File: src/rtl/load_store_unit.sv
// Memory-stage load/store initiator for a word-addressed data memory.
// Does lane select + extension on loads and read-modify-write for sub-word stores.
module load_store_unit #(
    parameter int unsigned ADDR_W = 32,
    parameter int unsigned DATA_W = 32
) (
    input  logic              clk,
    input  logic              rst_n,
    input  logic              req_valid,
    output logic              req_ready,
    input  logic              req_write,
    input  logic [1:0]        req_size,
    input  logic              req_unsigned,
    input  logic [ADDR_W-1:0] req_addr,
    input  logic [DATA_W-1:0] req_wdata,
    output logic              rsp_valid,
    output logic [DATA_W-1:0] rsp_rdata,
    output logic              rsp_err,
    output logic [ADDR_W-1:0] address,
    output logic [DATA_W-1:0] write_data,
    output logic              MemWrite,
    output logic              MemRead,
    input  logic [DATA_W-1:0] read_data
);

    localparam logic [1:0] SZ_BYTE = 2'b00;
    localparam logic [1:0] SZ_HALF = 2'b01;
    localparam logic [1:0] SZ_WORD = 2'b10;

    typedef enum logic [2:0] {
        IDLE,
        RD_ISSUE,
        RD_WAIT,
        WR_ISSUE,
        RESP
    } state_e;

    state_e            state_q, state_d;
    logic              write_q, write_d;
    logic [1:0]        size_q, size_d;
    logic              uns_q, uns_d;
    logic [1:0]        lane_q, lane_d;
    logic [15:0]       wdata_q, wdata_d;
    logic [ADDR_W-1:0] address_q, address_d;
    logic [DATA_W-1:0] write_data_q, write_data_d;
    logic              mem_write_q, mem_write_d;
    logic              mem_read_q, mem_read_d;
    logic              rsp_valid_q, rsp_valid_d;
    logic [DATA_W-1:0] rsp_rdata_q, rsp_rdata_d;
    logic              rsp_err_q, rsp_err_d;
    logic              req_ready_q, req_ready_d;

    logic              misaligned_c;
    logic [7:0]        byte_c;
    logic [15:0]       half_c;
    logic [DATA_W-1:0] load_ext_c;
    logic [DATA_W-1:0] merged_c;

    assign misaligned_c = (req_size == 2'b11)
                        | ((req_size == SZ_HALF) & req_addr[0])
                        | ((req_size == SZ_WORD) & (|req_addr[1:0]));

    // Lane extraction for loads and lane replacement for sub-word stores
    always_comb begin
        byte_c     = read_data[{lane_q, 3'b000} +: 8];
        half_c     = read_data[{lane_q[1], 4'b0000} +: 16];
        load_ext_c = read_data;
        merged_c   = read_data;
        case (size_q)
            SZ_BYTE: begin
                load_ext_c = {{(DATA_W-8){byte_c[7] & ~uns_q}}, byte_c};
                merged_c[{lane_q, 3'b000} +: 8] = wdata_q[7:0];
            end
            SZ_HALF: begin
                load_ext_c = {{(DATA_W-16){half_c[15] & ~uns_q}}, half_c};
                merged_c[{lane_q[1], 4'b0000} +: 16] = wdata_q;
            end
            default: ;
        endcase
    end

    // Next-state and registered-output logic
    always_comb begin
        state_d      = state_q;
        write_d      = write_q;
        size_d       = size_q;
        uns_d        = uns_q;
        lane_d       = lane_q;
        wdata_d      = wdata_q;
        address_d    = address_q;
        write_data_d = write_data_q;
        rsp_rdata_d  = rsp_rdata_q;
        rsp_err_d    = rsp_err_q;

        case (state_q)
            IDLE: begin
                if (req_valid && req_ready_q) begin
                    write_d   = req_write;
                    size_d    = req_size;
                    uns_d     = req_unsigned;
                    lane_d    = req_addr[1:0];
                    wdata_d   = req_wdata[15:0];
                    address_d = {req_addr[ADDR_W-1:2], 2'b00};
                    if (misaligned_c) begin
                        state_d     = RESP;
                        rsp_err_d   = 1'b1;
                        rsp_rdata_d = '0;
                    end else if (req_write && (req_size == SZ_WORD)) begin
                        state_d      = WR_ISSUE;
                        write_data_d = req_wdata;
                    end else begin
                        state_d = RD_ISSUE;
                    end
                end
            end
            RD_ISSUE: state_d = RD_WAIT;
            RD_WAIT: begin
                if (write_q) begin
                    state_d      = WR_ISSUE;
                    write_data_d = merged_c;
                end else begin
                    state_d     = RESP;
                    rsp_rdata_d = load_ext_c;
                    rsp_err_d   = 1'b0;
                end
            end
            WR_ISSUE: begin
                state_d     = RESP;
                rsp_rdata_d = '0;
                rsp_err_d   = 1'b0;
            end
            RESP:    state_d = IDLE;
            default: state_d = IDLE;
        endcase

        // Strobes follow the state being entered so they line up with it
        mem_read_d  = (state_d == RD_ISSUE);
        mem_write_d = (state_d == WR_ISSUE);
        rsp_valid_d = (state_d == RESP);
        req_ready_d = (state_d == IDLE);
    end

    always_ff @(posedge clk or negedge rst_n) begin
        if (!rst_n) begin
            state_q      <= IDLE;
            write_q      <= 1'b0;
            size_q       <= 2'b00;
            uns_q        <= 1'b0;
            lane_q       <= 2'b00;
            wdata_q      <= '0;
            address_q    <= '0;
            write_data_q <= '0;
            mem_write_q  <= 1'b0;
            mem_read_q   <= 1'b0;
            rsp_valid_q  <= 1'b0;
            rsp_rdata_q  <= '0;
            rsp_err_q    <= 1'b0;
            req_ready_q  <= 1'b0;
        end else begin
            state_q      <= state_d;
            write_q      <= write_d;
            size_q       <= size_d;
            uns_q        <= uns_d;
            lane_q       <= lane_d;
            wdata_q      <= wdata_d;
            address_q    <= address_d;
            write_data_q <= write_data_d;
            mem_write_q  <= mem_write_d;
            mem_read_q   <= mem_read_d;
            rsp_valid_q  <= rsp_valid_d;
            rsp_rdata_q  <= rsp_rdata_d;
            rsp_err_q    <= rsp_err_d;
            req_ready_q  <= req_ready_d;
        end
    end

    assign req_ready  = req_ready_q;
    assign rsp_valid  = rsp_valid_q;
    assign rsp_rdata  = rsp_rdata_q;
    assign rsp_err    = rsp_err_q;
    assign address    = address_q;
    assign write_data = write_data_q;
    assign MemWrite   = mem_write_q;
    assign MemRead    = mem_read_q;

endmodule

File: config.mk
export PLATFORM = sky130hd
export DESIGN_NAME = load_store_unit
export DESIGN_NICKNAME = d
export VERILOG_FILES = /design/src/rtl/load_store_unit.sv
export SDC_FILE = /design/constraint.sdc
export NUM_CORES = 1
export LEC_CHECK = 0
export ABC_AREA = 0
export BUFFER_PORTS_ARGS = -buffer_cell sky130_fd_sc_hd__buf_2
export CORE_ASPECT_RATIO = 0.7
export CORE_MARGIN = 5
export CORE_UTILIZATION = 45
export DETAILED_ROUTE_END_ITERATION = 10
export PLACE_DENSITY = 0.76
export SYNTH_ARGS = -nofsm -noshare
export SYNTH_HDL_FRONTEND = slang
export SYNTH_SLANG_ARGS = --single-unit
File: constraint.sdc
create_clock -name clk -period 2.2 [get_ports clk]
set_clock_uncertainty 0.15 [all_clocks]
set_input_delay 0.44 -clock clk [delete_from_list [all_inputs] [get_ports clk]]
set_output_delay 0.44 -clock clk [all_outputs]
set_load 0.05 [all_outputs]
==> impl_metrics.py, run 1 <==
metrics = {
    "synthesis": {
        "yosys_warnings": 0,
        "synthTopCellsByCount": "dfrtp_1, mux2_2, nand3_1, a211oi_1, o21ai_0",
        "synthCells": 552,
        "avgSynthCellArea_um2": 11.4,
        "synth_cell_types": 53,
        "synth.most_common_cell": "dfrtp_1",
        "yosysSeqAreaShare_pct": 49.4,
        "ys.flop_type": "dfrtp_1",
        "async_flop_share_pct": 100,
        "syn_area_mm2": 0.00628,
        "synth.area.top_cells": "dfrtp_1, mux2_2, a221o_1, a211oi_1, mux2i_1",
        "ys_ff_latch": 124,
        "yosys.area.top_type": "dfrtp_1",
        "synth_top_cell_area_share_pct": 49.4,
        "synth_edf_count": 0,
    },
    "global_route": {
        "grt_overflow": 0,
        "grt_util_all_layers_pct": 24.8,
        "grt_start_max_net_pins": 78,
        "grt_pass1_vias": 5719,
        "antenna_found_initial": 3,
        "grt_pass1_wl_um": 31500,
    },
    "cells_and_area": {
        "drive_gt1_share_pct": 45.4,
        "n_antenna_cell": 0,
        "layout.cells.non_filler": 963,
        "fin_nets": 870,
        "syn2layout_area_growth_pct": 31.7,
    },
    "timing": {
        "setup_violations": 0,
        "post-route-period-util_pct": 98.1,
        "slew_viol_final": 0,
        "finalCriticalPeriod_ns": 2.16,
        "hold_viol_final": 0,
        "max_clock_freq_mhz": 463,
        "worstMarginPinSlew_ns": 0.530,
        "relSlewSlack_pct": 64.5,
    },
    "cts": {
        "cts_sinks": 124,
        "insertion_delay_ns": 0.41,
        "numCtsBuffers": 17,
        "clk_path_buf_depth": 2,
        "path_clk_slew_ns": 0.06,
        "cts_tree": "done",
        "htreeDepth": 4,
        "root_buffer": "clkbuf_16",
    },
    "worst_hold_path": {
        "min_to": "address[2]$_DFFE_PN0P_",
        "min_delay_path_depth": 2,
        "hp-start": "req_addr[2]",
        "hold_path.class": "in -> reg",
    },
    "worst_setup_path": {
        "critPathTopFamily": "compound AO/OA/AOI/OAI gates",
        "worstRegToRegCells": 4,
        "r2r_setup_slack_ns": 0.04,
        "critPathBufInv": 0,
        "crit_chain": "mux4_2 -> a21oi_1 -> o21ai_0 -> a32o_1",
        "start_kind": "flop",
        "required_ns": 2.35,
        "worst-setup-path-type": "reg -> reg",
        "timing.rr.end": "rsp_rdata[12]$_DFFE_PN0P_",
        "max_stage_delay_ns": 0.54,
        "crit_fanout": 8,
        "arrival_ns": 2.30,
        "end_kind": "flop",
        "slowest_stage": "mux4_2",
        "worstReg2RegStart": "lane_q[0]$_DFFE_PN0P_",
    },
    "placed_design": {
        "io_buffers": 201,
        "place.gp.congestion": 0.912,
        "placed_cells": 931,
        "place_hpwl_um": 15100,
    },
    "drt": {
        "drc": 0,
        "routed_wl_um": 20800,
        "ant_nets": 0,
        "wl_per_cell_um": 21.6,
        "first_iter_violations": 613,
        "vias_per_cell": 5.95,
        "dr.pass1.iters": 5,
        "via_count": 5732,
    },
    "power": {
        "powerDensity_mw_per_mm2": 1800,
        "p_leak_nw": 3.86,
        "p_total_mw": 14.9,
        "irDropWorstVdd_uv": 988,
    },
    "die": {
        "io_pins": 204,
        "fp.dieH_um": 109,
        "core_mm2": 0.0138,
        "initial_core_util_pct": 45.5,
        "die_area_mm2": 0.0164,
        "rows": 36,
        "die_x_um": 151,
    },
    "run": {
        "maxCapViolCount": 0,
    },
    "status": {
        "status": "finished, final reports clean",
    },
}
state kept, by name, summed over array words and instances (netlist names), 2 cells and up:
name	flops
lane_q	2
wdata_q	16
rsp_rdata	32
write_data	32
state_q	3
address	30
size_q	2
layer usage:
layer	GRT usage, %	up-vias	part of all wire [%]
met5	0	-	0.13
met1	35.0	2802	42
met3	7.19	44	11
met4	7.31	6	2.4
met2	37.4	349	45
li1	-	2531	-
area by class of cell:
cell class,instances,area [µm²]
clock inverters,8,68.8
multi-input cells,366,2960
repair buffers,236,1350
flip-flops and latches,124,3110
fillers,1179,5520
clock buffers,22,474
inverters,17,66.3
well taps,190,238
worst max-delay path by stage:
stage / depth (start not counted) / slack [ns] / from / end
floorplan: 8 / 0.05 / lane_q[0]$_DFFE_PN0P_ / write_data[10]$_DFFE_PN0P_
global placement: 5 / 0.04 / state_q[1]$_DFF_PN0_ / write_data[12]$_DFFE_PN0P_
detailed placement: 6 / -0.002 / lane_q[1]$_DFFE_PN0P_ / write_data[14]$_DFFE_PN0P_
CTS: 5 / 0.001 / state_q[2]$_DFF_PN0_ / write_data[12]$_DFFE_PN0P_
global route: 4 / -0.05 / lane_q[0]$_DFFE_PN0P_ / rsp_rdata[9]$_DFFE_PN0P_
finish: 4 / 0.04 / lane_q[0]$_DFFE_PN0P_ / rsp_rdata[12]$_DFFE_PN0P_
power breakdown:
group          total [mW]  internal [mW]  switching [mW]
clock network        2.61           1.62           0.990
logic                8.06           2.53            5.52
registers            4.23           3.34           0.895
total                14.9           7.49            7.41
per-stage QoR:
stage	area (µm²)	util, %	hold slack, ns	TNS (ns)	setup slack (ns)
detailed placement	7630	55.4	0.0970	-0.00239	-0.00239
global placement	7630	55.4	0.0988	0	0.0364
finish	8260	59.9	0.109	0	0.0425
global route	8260	59.9	0.101	-0.222	-0.0489
floorplan	6290	-	-0.00559	0	0.0498
CTS	8190	59.4	0.100	0	0.00139
what timing repair did:
action                                  CTS  global route
gates resized for setup                   2            12
pin swaps                                 0             2
setup buffers                             0             1
endpoints found under the setup margin    5            51
hold endpoints to repair                124             0
hold buffers                              1             0
worst reg2reg max path, stage by stage (launching register included):
cell     delay [ns]
dfrtp_1        0.42
mux4_2         0.54
a21oi_1        0.42
o21ai_0        0.23
a32o_1         0.29
layout by cell type (no fill, tap or decap), types with 5 or more instances in the layout:
master	instances
buf_2	200
dfrtp_1	122
mux2_2	63
nand3_1	28
buf_4	28
o21ai_0	19
a211oi_1	19
nand2_1	18
nor2_1	18
clkbuf_16	17
o211ai_1	16
nand2b_1	16
a221o_1	16
a31oi_1	15
inv_1	15
mux2i_1	13
a41oi_1	13
a21oi_1	11
a21o_1	11
o31ai_1	8
nand4_1	8
a32o_1	8
nor3_1	6
clkinv_2	6
buf_12	6
a32oi_1	5
a221oi_2	5
ha_1	5
logic make-up (layout without fill, tap and decap cells):
logic type | after synthesis | in the layout | share of synthesized area [%]
multiplexers | 80 | 80 | 14.6
buffers and inverters | 63 | 283 | 4.47
adder cells (fa/ha/maj) | 5 | 5 | 0.997
AO/OA/AOI/OAI | 161 | 161 | 19.9
AND/OR/NAND/NOR | 118 | 118 | 10.5
other | 1 | 2 | 0.0598
flip-flops | 124 | 124 | 49.4
Note: power is estimated with default switching activity, not from simulation.
==> run 2, diff against run 1 <==
--- a/config.mk
+++ b/config.mk
@@ -7,7 +7,7 @@
 export LEC_CHECK = 0
 export ABC_AREA = 0
 export BUFFER_PORTS_ARGS = -buffer_cell sky130_fd_sc_hd__buf_2
-export CORE_ASPECT_RATIO = 0.7
+export CORE_ASPECT_RATIO = 1.4
 export CORE_MARGIN = 5
 export CORE_UTILIZATION = 45
 export DETAILED_ROUTE_END_ITERATION = 10
==> impl_metrics.py, run 2 (same netlist as run 1, synthesis figures left out) <==
metrics = {
    "timing": {
        "whs_ns": 0.103,
        "setup_violations": 0,
        "relSlewSlack_pct": 43.7,
        "finalCriticalPeriod_ns": 2.12,
        "worstMarginPinSlew_ns": 0.842,
        "max_clock_freq_mhz": 471,
        "hold_viol_final": 0,
        "slew_viol_final": 0,
        "grt_setup_unrepaired": "false",
        "post-route-period-util_pct": 96.5,
        "finalSetupTns_ns": 0,
        "setup_ws_ns": 0.0775,
    },
    "status": {
        "status": "finished, final reports clean",
    },
    "worst_setup_path": {
        "end_kind": "flop",
        "start_kind": "flop",
        "crit_fanout": 17,
        "worst-setup-path-type": "reg -> reg",
        "required_ns": 2.32,
        "arrival_ns": 2.25,
    },
    "power": {
        "power_frac_seq_pct": 27.2,
        "netSwitchingPower_mw": 7.45,
        "pwr-share-clk_pct": 20.2,
        "powerDensity_mw_per_mm2": 1840,
        "p_leak_nw": 3.89,
        "p_int_mw": 7.98,
        "p_total_mw": 15.4,
        "comb_power_share_pct": 52.5,
        "switching_share_pct": 48.3,
        "irDropWorstVdd_uv": 1060,
    },
    "cts": {
        "clk_path_buf_depth": 2,
        "path_clk_slew_ns": 0.06,
        "numCtsBuffers": 17,
        "insertion_delay_ns": 0.42,
        "cts_sinks": 124,
        "cts_tree": "done",
        "htreeDepth": 4,
        "root_buffer": "clkbuf_16",
    },
    "drt": {
        "ant_nets": 0,
        "routed_wl_um": 20800,
        "drc": 0,
        "vias_per_cell": 6.01,
        "via_count": 5765,
        "first_iter_violations": 537,
        "dr.pass1.iters": 7,
        "wl_per_cell_um": 21.7,
    },
    "die": {
        "core_mm2": 0.0138,
        "io_pins": 204,
        "initial_core_util_pct": 45.5,
        "rows": 51,
        "die_x_um": 110,
        "die_area_mm2": 0.0164,
        "fp.dieH_um": 150,
    },
    "global_route": {
        "grt_start_max_net_pins": 57,
        "grt_util_all_layers_pct": 25.6,
        "antenna_found_initial": 0,
        "grt_pass1_wl_um": 32200,
        "grt_pass1_vias": 5899,
        "grt_overflow": 0,
    },
    "cells_and_area": {
        "n_antenna_cell": 0,
        "stdcell_area_mm2": 0.00836,
        "mostFrequentLayoutCells": "buf_2, dfrtp_1, mux2_2",
        "layout_commonest_cell": "buf_2",
        "layout.cells.non_filler": 959,
        "syn2layout_area_growth_pct": 33.3,
        "post-route-util_pct": 60.7,
        "drive_gt1_share_pct": 45.7,
        "fin_nets": 870,
    },
    "placed_design": {
        "placed_area_mm2": 0.00763,
        "placed_cells": 926,
        "place_hpwl_um": 15700,
        "io_buffers": 201,
        "place.gp.congestion": 0.995,
        "pre_cts_ws_ns": 0.00374,
    },
    "worst_hold_path": {
        "hold_path.class": "in -> reg",
    },
    "run": {
        "maxCapViolCount": 0,
    },
}
==> run 2: cell types whose count changed in the layout (fill, tap and decap cells not counted), sizes merged <==
cell      change
clkbuf        -2
clkinvlp      +4
bufinv        +4
clkinv        -5
==> run 2: power by group through the flow <==
stage	clock network, mW	registers (mW)	logic (mW)
4_1_cts	3.16	4.17	8.05
3_3_place_gp	0	4.14	7.84
3_5_place_dp	0	4.20	8.01
5_1_grt	3.26	4.31	8.55
2_1_floorplan	0	6.77	3.11
6_report	3.12	4.20	8.10
==> run 2: critical path: stages, from the launching register on <==
cell	delay, ns
dfrtp_1	0.41
buf_4	0.17
nor3b_2	0.30
and2_1	0.25
a21oi_4	0.08
inv_2	0.19
buf_4	0.27
a41oi_1	0.14
==> run 2: worst paths after layout <==
| kind | from | endpoint | slack [ns] | cells past startpoint |
|---|---|---|---|---|
| max reg2reg | state_q[0]$_DFF_PN0_ | write_data[6]$_DFFE_PN0P_ | 0.08 | 7 |
| min reg2reg | rsp_rdata[7]$_DFFE_PN0P_ | rsp_rdata[7]$_DFFE_PN0P_ | 0.33 | 1 |
| min | req_addr[31] | address[31]$_DFFE_PN0P_ | 0.10 | 2 |
| max | state_q[0]$_DFF_PN0_ | write_data[6]$_DFFE_PN0P_ | 0.08 | 7 |
| min in group asynchronous | rst_n | address[31]$_DFFE_PN0P_ | 0.33 | 2 |
| max in group asynchronous | rst_n | address[15]$_DFFE_PN0P_ | 0.99 | 3 |
==> run 2: cell type report <==
class                      count  area, µm²
sequential                   124       3100
clock buffer                  20        467
multi-input combinational    366       2960
fill                        1173       5420
inverter                      17       63.8
clock inverter                11        190
timing repair buffer         236       1350
tap                          185        231
==> run 2: repair_timing <==
| item | CTS | global route |
|---|---|---|
| pin swaps | 0 | 1 |
| setup endpoints to repair | 5 | 33 |
| hold buffers | 1 | 0 |
| cloned | 0 | 0 |
| hold endpoints to repair | 22 | 0 |
| resized for setup | 2 | 10 |
| setup buffers | 0 | 1 |
==> run 2: routing by layer <==
metal,track usage [%],routed length (µm)
met4,13.3,1010
met1,30.2,7480
met5,0,0
met2,42.9,10700
met3,5.74,1570
==> run 3, diff against run 2 <==
--- a/config.mk
+++ b/config.mk
@@ -12,6 +12,7 @@
 export CORE_UTILIZATION = 45
 export DETAILED_ROUTE_END_ITERATION = 10
 export PLACE_DENSITY = 0.76
+export SETUP_SLACK_MARGIN = 0.4
 export SYNTH_ARGS = -nofsm -noshare
 export SYNTH_HDL_FRONTEND = slang
 export SYNTH_SLANG_ARGS = --single-unit
==> impl_metrics.py, run 3 (same netlist as run 1, synthesis figures left out) <==
metrics = {
    "status": {
        "status": "finished, final reports clean",
    },
    "cts": {
        "cts_sinks": 124,
        "path_clk_slew_ns": 0.06,
        "numCtsBuffers": 17,
        "cts_tree": "done",
        "clk_path_buf_depth": 2,
        "root_buffer": "clkbuf_16",
        "htreeDepth": 4,
        "insertion_delay_ns": 0.42,
    },
    "power": {
        "netSwitchingPower_mw": 8.17,
        "power_frac_seq_pct": 26.0,
        "powerDensity_mw_per_mm2": 1780,
        "p_total_mw": 16.6,
        "p_int_mw": 8.40,
        "irDropWorstVdd_uv": 933,
        "comb_power_share_pct": 58.2,
        "switching_share_pct": 49.3,
        "p_leak_nw": 4.23,
        "pwr-share-clk_pct": 15.8,
    },
    "timing": {
        "finalCriticalPeriod_ns": 2.02,
        "finalSetupTns_ns": 0,
        "slew_viol_final": 0,
        "relSlewSlack_pct": 62.0,
        "worstMarginPinSlew_ns": 0.569,
        "post-route-period-util_pct": 91.9,
        "grt_setup_unrepaired": "true",
        "setup_violations": 0,
        "hold_viol_final": 0,
        "max_clock_freq_mhz": 495,
    },
    "worst_setup_path": {
        "start_kind": "flop",
        "arrival_ns": 2.17,
        "worst-setup-path-type": "reg -> reg",
        "required_ns": 2.35,
        "crit_fanout": 13,
        "end_kind": "flop",
    },
    "die": {
        "initial_core_util_pct": 45.5,
        "die_x_um": 110,
        "rows": 51,
        "die_area_mm2": 0.0164,
        "fp.dieH_um": 150,
        "io_pins": 204,
        "core_mm2": 0.0138,
    },
    "worst_hold_path": {
        "hold_path.class": "in -> reg",
    },
    "drt": {
        "vias_per_cell": 6.17,
        "wl_per_cell_um": 23.9,
        "first_iter_violations": 472,
        "highest_layer": "met4",
        "met2_length_um": 11600,
        "dr.pass1.iters": 8,
        "dr_wl_met3_um": 2260,
        "ant_nets": 0,
        "routed_wl_um": 23800,
        "via_count": 6151,
        "drc": 0,
        "drt-met1-wl_um": 8300,
    },
    "cells_and_area": {
        "layout_commonest_cell": "buf_2",
        "fin_nets": 907,
        "syn2layout_area_growth_pct": 48.2,
        "mostFrequentLayoutCells": "buf_2, dfrtp_1, mux2_2",
        "drive_gt1_share_pct": 55.7,
        "n_antenna_cell": 0,
    },
    "run": {
        "maxCapViolCount": 0,
    },
    "global_route": {
        "grt_pass1_wl_um": 34000,
        "antenna_found_initial": 0,
        "grt_start_max_net_pins": 54,
        "grt_util_all_layers_pct": 27.2,
        "grt_pass1_vias": 6255,
        "grt_overflow": 0,
    },
    "placed_design": {
        "place_hpwl_um": 16300,
        "place.gp.congestion": 1.01,
        "io_buffers": 201,
    },
}
==> run 3: final timing paths <==
path | startpoint | depth (start not counted) | slack [ns] | endpoint
min in group asynchronous | rst_n | 2 | 0.37 | write_data[23]$_DFFE_PN0P_
max reg2reg | state_q[0]$_DFF_PN0_ | 5 | 0.18 | rsp_rdata[20]$_DFFE_PN0P_
min reg2reg | rsp_rdata[7]$_DFFE_PN0P_ | 1 | 0.32 | rsp_rdata[7]$_DFFE_PN0P_
max | state_q[0]$_DFF_PN0_ | 5 | 0.18 | rsp_rdata[20]$_DFFE_PN0P_
min | req_addr[26] | 2 | 0.1 | address[26]$_DFFE_PN0P_
max in group asynchronous | rst_n | 3 | 0.94 | address[19]$_DFFE_PN0P_
==> run 3: routing by layer <==
| metal | GRT usage (%) | up-vias |
|---|---|---|
| met3 | 7.47 | 120 |
| met1 | 31.4 | 2990 |
| li1 | - | 2609 |
| met5 | 0 | - |
| met4 | 17.8 | 0 |
| met2 | 43.7 | 432 |
==> run 3: what timing repair did <==
item / in CTS / in global routing
cloned: 6 / 8
resized for setup: 57 / 60
buffers inserted: 21 / 7
pin swaps: 16 / 27
endpoints found under the hold margin: 26 / 0
hold buffers: 1 / 0
setup endpoints to repair: 67 / 121
==> run 3: power by group through the flow <==
stage	sequential (mW)	clock, mW	combinational, mW
floorplan	6.78	0	3.37
global placement	4.20	0	7.96
detailed placement	4.24	0	8.13
CTS	4.24	2.64	8.87
global route	4.40	2.78	10.1
finish	4.31	2.62	9.64
==> run 3: final cells by class <==
| type | instances | area [µm²] |
|---|---|---|
| clock buffer | 21 | 450 |
| clock inverter | 11 | 95.1 |
| fill | 1003 | 4480 |
| inverter | 17 | 86.3 |
| multi-input combinational | 366 | 3370 |
| sequential | 124 | 3110 |
| tap | 185 | 231 |
| timing repair buffer | 271 | 1940 |
| timing repair inverter | 2 | 12.5 |
==> run 3: worst max-delay path, cell delays in order (launching register included) <==
cell	delay [ns]
dfrtp_1	0.43
nor4b_4	0.33
nand2_2	0.11
o31a_4	0.35
buf_12	0.17
a221o_1	0.35
==> run 3: stage by stage <==
step | hold slack, ns | instance area, µm² | utilization, % | worst slack (ns) | cells
global route | 0.0968 | 9300 | 67.5 | 0.118 | 997
CTS | 0.0917 | 8840 | 64.1 | 0.184 | 982
floorplan | -0.00559 | 6450 | - | 0.151 | 553
global placement | 0.256 | 7730 | 56.1 | 0.116 | 922
detailed placement | 0.267 | 7730 | 56.1 | 0.0214 | 922
finish | 0.0988 | 9300 | 67.5 | 0.179 | 997
